--- config.mk ---
export PLATFORM = sky130hd
export DESIGN_NAME = fib_stack
export DESIGN_NICKNAME = d
export VERILOG_FILES = /design/src/rtl/fib_pkg.sv /design/src/rtl/fib_stack_ram.sv /design/src/rtl/fib_stack.sv
export SDC_FILE = /design/constraint.sdc
export NUM_CORES = 1
export LEC_CHECK = 0
export BUFFER_PORTS_ARGS = -buffer_cell sky130_fd_sc_hd__buf_2
export CORE_MARGIN = 4
export CORE_UTILIZATION = 45
export CTS_BUF_LIST = sky130_fd_sc_hd__clkbuf_2
export CTS_CLUSTER_SIZE = 12
export DETAILED_ROUTE_END_ITERATION = 8
export SETUP_SLACK_MARGIN = 0.05
export SYNTH_ARGS = -nofsm -noshare
export SYNTH_HDL_FRONTEND = slang
export SYNTH_SLANG_ARGS = --single-unit
--- constraint.sdc ---
create_clock -name clk -period 5.2 [get_ports clk]
set_clock_uncertainty 0.2 [all_clocks]
set_input_delay 0.78 -clock clk [delete_from_list [all_inputs] [get_ports clk]]
set_output_delay 0.78 -clock clk [all_outputs]
set_load 0.03 [all_outputs]
--- src/rtl/fib_pkg.sv ---
// Shared constants for the recursive Fibonacci datapath: push source codes
// and default stack geometry.
package fib_pkg;

  localparam int DEF_WIDTH = 16;
  localparam int DEF_DEPTH = 32;

  typedef enum logic [1:0] {
    SRC_FLAG = 2'd0,
    SRC_N    = 2'd1,
    SRC_RET  = 2'd2,
    SRC_ZERO = 2'd3
  } src_t;

endpackage

--- src/rtl/fib_stack_ram.sv ---
// Stack storage: one synchronous write port, one asynchronous read port.
// Contents are deliberately not reset; occupancy tracking masks stale words.
module fib_stack_ram #(
  parameter int WIDTH = 16,
  parameter int DEPTH = 32,
  parameter int AW    = $clog2(DEPTH)
) (
  input  logic             clk,
  input  logic             wr_en,
  input  logic [AW-1:0]    wr_addr,
  input  logic [WIDTH-1:0] wr_data,
  input  logic [AW-1:0]    rd_addr,
  output logic [WIDTH-1:0] rd_data
);

  logic [WIDTH-1:0] mem [DEPTH];

  always_ff @(posedge clk) begin
    if (wr_en) mem[wr_addr] <= wr_data;
  end

  assign rd_data = mem[rd_addr];

endmodule

--- src/rtl/fib_stack.sv ---
// LIFO frame stack for the recursive Fibonacci controller, with occupancy,
// high-water mark and sticky overflow/underflow reporting.
module fib_stack
  import fib_pkg::*;
#(
  parameter int WIDTH = DEF_WIDTH,
  parameter int DEPTH = DEF_DEPTH,
  localparam int AW   = $clog2(DEPTH)
) (
  input  logic             clk,
  input  logic             rst_n,
  input  logic             push,
  input  logic             pop,
  input  logic [1:0]       pushSrc,
  input  logic [WIDTH-1:0] flagIn,
  input  logic [WIDTH-1:0] nIn,
  input  logic [WIDTH-1:0] retIn,
  input  logic             clrErr,
  output logic [WIDTH-1:0] top,
  output logic [AW:0]      count,
  output logic             empty,
  output logic             full,
  output logic             overflow,
  output logic             underflow,
  output logic [AW:0]      maxDepth
);

  localparam logic [AW:0] DEPTH_C = (AW+1)'(DEPTH);

  // Strobe semantics: push/pop are single-cycle commands with no ready
  // handshake; a command that cannot complete (push when full, pop when
  // empty) leaves the stack untouched and raises the matching sticky flag.
  logic [AW:0]      cnt_q, cnt_next, max_q;
  logic             ovf_q, udf_q, ovf_set, udf_set;
  logic             wr_en;
  logic [AW-1:0]    wr_addr, rd_addr;
  logic [WIDTH-1:0] wr_data, rd_data;
  logic             is_empty, is_full;

  assign is_empty = (cnt_q == '0);
  assign is_full  = (cnt_q == DEPTH_C);
  assign rd_addr  = cnt_q[AW-1:0] - 1'b1;

  always_comb begin
    wr_data = '0;
    case (pushSrc)
      SRC_FLAG: wr_data = flagIn;
      SRC_N:    wr_data = nIn;
      SRC_RET:  wr_data = retIn;
      default:  wr_data = '0;
    endcase
  end

  always_comb begin
    cnt_next = cnt_q;
    wr_en    = 1'b0;
    wr_addr  = cnt_q[AW-1:0];
    ovf_set  = 1'b0;
    udf_set  = 1'b0;
    if (push && pop) begin
      // Simultaneous push+pop replaces the top; on an empty stack it degrades to a push.
      wr_en = 1'b1;
      if (is_empty) cnt_next = cnt_q + 1'b1;
      else          wr_addr  = rd_addr;
    end else if (push) begin
      if (is_full) begin
        ovf_set = 1'b1;
      end else begin
        wr_en    = 1'b1;
        cnt_next = cnt_q + 1'b1;
      end
    end else if (pop) begin
      if (is_empty) udf_set  = 1'b1;
      else          cnt_next = cnt_q - 1'b1;
    end
  end

  always_ff @(posedge clk or negedge rst_n) begin
    if (!rst_n) begin
      cnt_q <= '0;
      max_q <= '0;
      ovf_q <= 1'b0;
      udf_q <= 1'b0;
    end else begin
      cnt_q <= cnt_next;
      max_q <= (cnt_next > max_q) ? cnt_next : max_q;
      ovf_q <= ovf_set | (ovf_q & ~clrErr);
      udf_q <= udf_set | (udf_q & ~clrErr);
    end
  end

  fib_stack_ram #(
    .WIDTH (WIDTH),
    .DEPTH (DEPTH),
    .AW    (AW)
  ) u_ram (
    .clk     (clk),
    .wr_en   (wr_en),
    .wr_addr (wr_addr),
    .wr_data (wr_data),
    .rd_addr (rd_addr),
    .rd_data (rd_data)
  );

  assign top       = is_empty ? '0 : rd_data;
  assign count     = cnt_q;
  assign empty     = is_empty;
  assign full      = is_full;
  assign overflow  = ovf_q;
  assign underflow = udf_q;
  assign maxDepth  = max_q;

endmodule

==> summary.md <==
| Metric | Value |
|---|---|
| CTS buffer count | `135` |
| WS Path Type | `register to output port` |
| Die area | `0.0508 mm2` |
| Count leader, synth | `edfxtp_1` |
| Initial core utilization | `0.456` |
| IO Pins | `87` |
| Final net count | `1416` |
| Critical Path End Type | `output port` |
| Number of synthesis warnings | `0` |
| Final HPWL DP | `a little under 30000 um` |
| IO Port Bufs | `86` |
| Final max-slew violation count | `0` |
| Synth cell types | `57` |
| Clock share of power | `0.179` |
| Syn Nets | `1151` |
| Vias in the first global route | `~12k` |
| CTS tree | `yes` |
| CP max FO | `29` |
| Number of synthesized flops with an enable pin | `approximately 510` |
| Fin crit share | `0.941` |
| DRC violations left | `0` |
| Combinational fraction of design power | `0.462` |
| Clock tree buffer depth | `3` |
| Commonest cells post-synth | `512 x edfxtp_1, 128 x mux4_2, 90 x nand2_1` |
| Max incr delay on CP | `600 ps` |
| Max-Cap Viols | `0` |
| CTS sink cnt | `526` |
| Final hold vios | `0` |
| Core Area | `about 0.047 mm2` |
| CP Data Arrival Time | `around 4000 ps` |
| Cell taking the most area after synthesis | `edfxtp_1` |
| Die Wd | `225 um` |
| Initial antenna violation count | `5` |
| Top_reg_cell synth | `edfxtp_1` |
| Unrepaired setup endpoints after global routing | `false` |
| Sw Ratio | `0.393` |
| Routed vias | `11.6k` |
| Total wire length | `52300 um` |
| WP data required | `4220 ps` |
| GPL Wtd Cong | `0.821` |
| Initial drt markers | `roughly 1k` |
| DR vias/cell | `~5.7` |
| P_leak | `8.56 nW` |
| Avg Cell Area, Syn | `approximately 20 um2` |
| Final setup margin | `308 ps` |
| Layout area overhead | `15.2%` |
| Register bit count reported by yosys | `526` |
| Peak VDD IR | `881 uV` |
| FP Rows | `79` |
| Sequential power share | `0.359` |
| H-tree depth | `4` |
| Int Pwr | `a little under 9 mW` |
| Critical path startpoint | `count[2]$_DFF_PN0_` |
| Largest net degree at the start of global routing | `59` |
| Top cells by area, synth | `edfxtp_1 72%, mux4_2 14%, mux2i_1 2.8%, dfrtp_1 1.6%, nand2_1 1.6%` |
| Slew @ Worst Pin | `1280 ps` |
| WL/cell | `around 26 um` |
| RR Startpoint | `count[0]$_DFF_PN0_` |
| CP startpoint kind | `register` |
| Outcome | `finished, final reports clean` |
| Cells along the critical path | `o31a_1 -> nor2_4 -> buf_12 -> mux2i_1 -> o22ai_2 -> a211o_1 -> buf_2` |
| Pre-CTS setup slack | `1110 ps` |
| Total track usage | `0.210` |
| Worst min-delay path category | `input pin to register` |
| Proportion of layout cells with a drive suffix above 1 | `0.376` |
| FFs w/ async S/R, synth | `0.0266` |
| Setup violation total in the final timing report | `0` |
| Antenna-violating nets left | `0` |
| Slowest CP cell | `dfrtp_2` |
| Worst-path clk slew | `100 ps` |
| First drt pass iteration count | `7` |
| Synth Cell Area | `0.0213 mm2` |
| Skew-Pair Late Insertion Delay | `1220 ps` |
| Hold Path Origin | `flagIn[5]` |
| Post-synth top area share | `0.722` |
| Root buffer cell | `clkbuf_2` |
| Slew headroom | `0.148` |
| Synthesized instance count | `1088` |
| Setup TNS Final | `0 ps` |
| P per Cell Area | `592 mW/mm2` |
| Fmax | `204 MHz` |
| Hold WS | `228 ps` |
| First-pass GRT wire length | `77000 um` |
| Fin crit period | `4890 ps` |
| Net Sw Power | `5.71 mW` |
| Total congestion overflow | `0` |
| Chip Height | `225 um` |
| Post-synthesis sequential area ratio | `0.739` |
layout by cell type (no fill, tap or decap), drive strengths merged, types with 3 or more instances in the layout:
| master | instances |
|---|---|
| nor2b | 10 |
| inv | 16 |
| edfxtp | 512 |
| o22a | 4 |
| nor2 | 45 |
| mux4 | 128 |
| a211o | 12 |
| xor2 | 3 |
| dlygate4sd3 | 36 |
| nand4 | 4 |
| clkinv | 17 |
| buf | 151 |
| mux2 | 6 |
| a22oi | 3 |
| o221ai | 4 |
| o21a | 3 |
| nand2 | 90 |
| nand3 | 8 |
| o31a | 6 |
| o21ai | 22 |
| ha | 8 |
| o22ai | 14 |
| nor3 | 5 |
| mux2i | 59 |
| a21oi | 20 |
| diode | 7 |
| dfrtp | 14 |
| clkbuf | 191 |
registers in the layout, indices dropped and copies added (netlist names):
signal and flops:
count 6, maxDepth 6, overflow 1, u_ram.mem 512, underflow 1
stage by stage:
step                      instances  power, mW   util  instance area [um2]
after floorplan                1088       9.47      -                21300
after global placement         1775       11.5  0.488                22800
after detailed placement       1775       11.5  0.488                22800
after CTS                      2031       14.5  0.523                24400
after global routing           2040       15.3  0.525                24500
final                          2044       14.5  0.526                24500
repair_timing:
item	in CTS	in global routing
setup endpoints to repair	16	13
gates cloned	2	1
buffers inserted	4	5
hold buffers	36	0
endpoints found under the hold margin	526	0
resized for setup	20	7
pin swaps	1	1
worst paths after layout:
path,to,slack (ps),depth (start not counted)
worst max-delay path,top[5],310,7
worst min-delay path,u_ram.mem[3][5]$_DFFE_PP_,230,3
worst max register to register,maxDepth[5]$_DFFE_PN0N_,1160,10
worst min register to register,underflow$_DFF_PN0_,320,1
max in group asynchronous,maxDepth[3]$_DFFE_PN0N_,3840,3
min in group asynchronous,underflow$_DFF_PN0_,450,3
cells by family (layout without fill, tap and decap cells):
kind of cell / count (synthesis) / after routing / synth area share
compound gates: 105 / 105 / 0.0339
xor+xnor: 5 / 5 / 0.00206
fa+ha+maj: 8 / 8 / 0.00470
buf+inv: 74 / 416 / 0.0163
flops: 526 / 526 / 0.739
mux: 193 / 193 / 0.166
other cells: 0 / 7 / 0
simple gates: 177 / 177 / 0.0377
worst max-delay path: cells and delay by family (launching register included):
family	cells	cell delay (ps)
DFF	1	600
buffers and inverters	2	480
and+or+nand+nor	1	250
muxes	1	450
AOI/OAI and AO/OA	3	870
per-layer routing:
layer | wire (um) | global-route usage
met5 | 11 | 0
met3 | 3220 | 0.0582
met1 | 22200 | 0.286
met4 | 1180 | 0.0723
met2 | 25700 | 0.330
power by group through the flow:
| stage | Combinational, mW | Clock, mW | Sequential, mW |
|---|---|---|---|
| floorplan | 4.19 | 0 | 5.28 |
| global placement | 6.20 | 0 | 5.29 |
| detailed placement | 6.23 | 0 | 5.30 |
| CTS | 6.57 | 2.70 | 5.22 |
| global route | 7.10 | 2.94 | 5.24 |
| finish | 6.71 | 2.59 | 5.21 |
layout make-up:
class	count	area (um2)
Antenna cell	7	17.5
Clock buffer	190	951
Clock inverter	24	134
Fill cell	3825	22100
Inverter	12	45.0
Multi-Input combinational cell	488	5410
Sequential cell	526	15700
Tap cell	607	759
Timing Repair Buffer	190	1480
(Power assumes the default switching activity.)
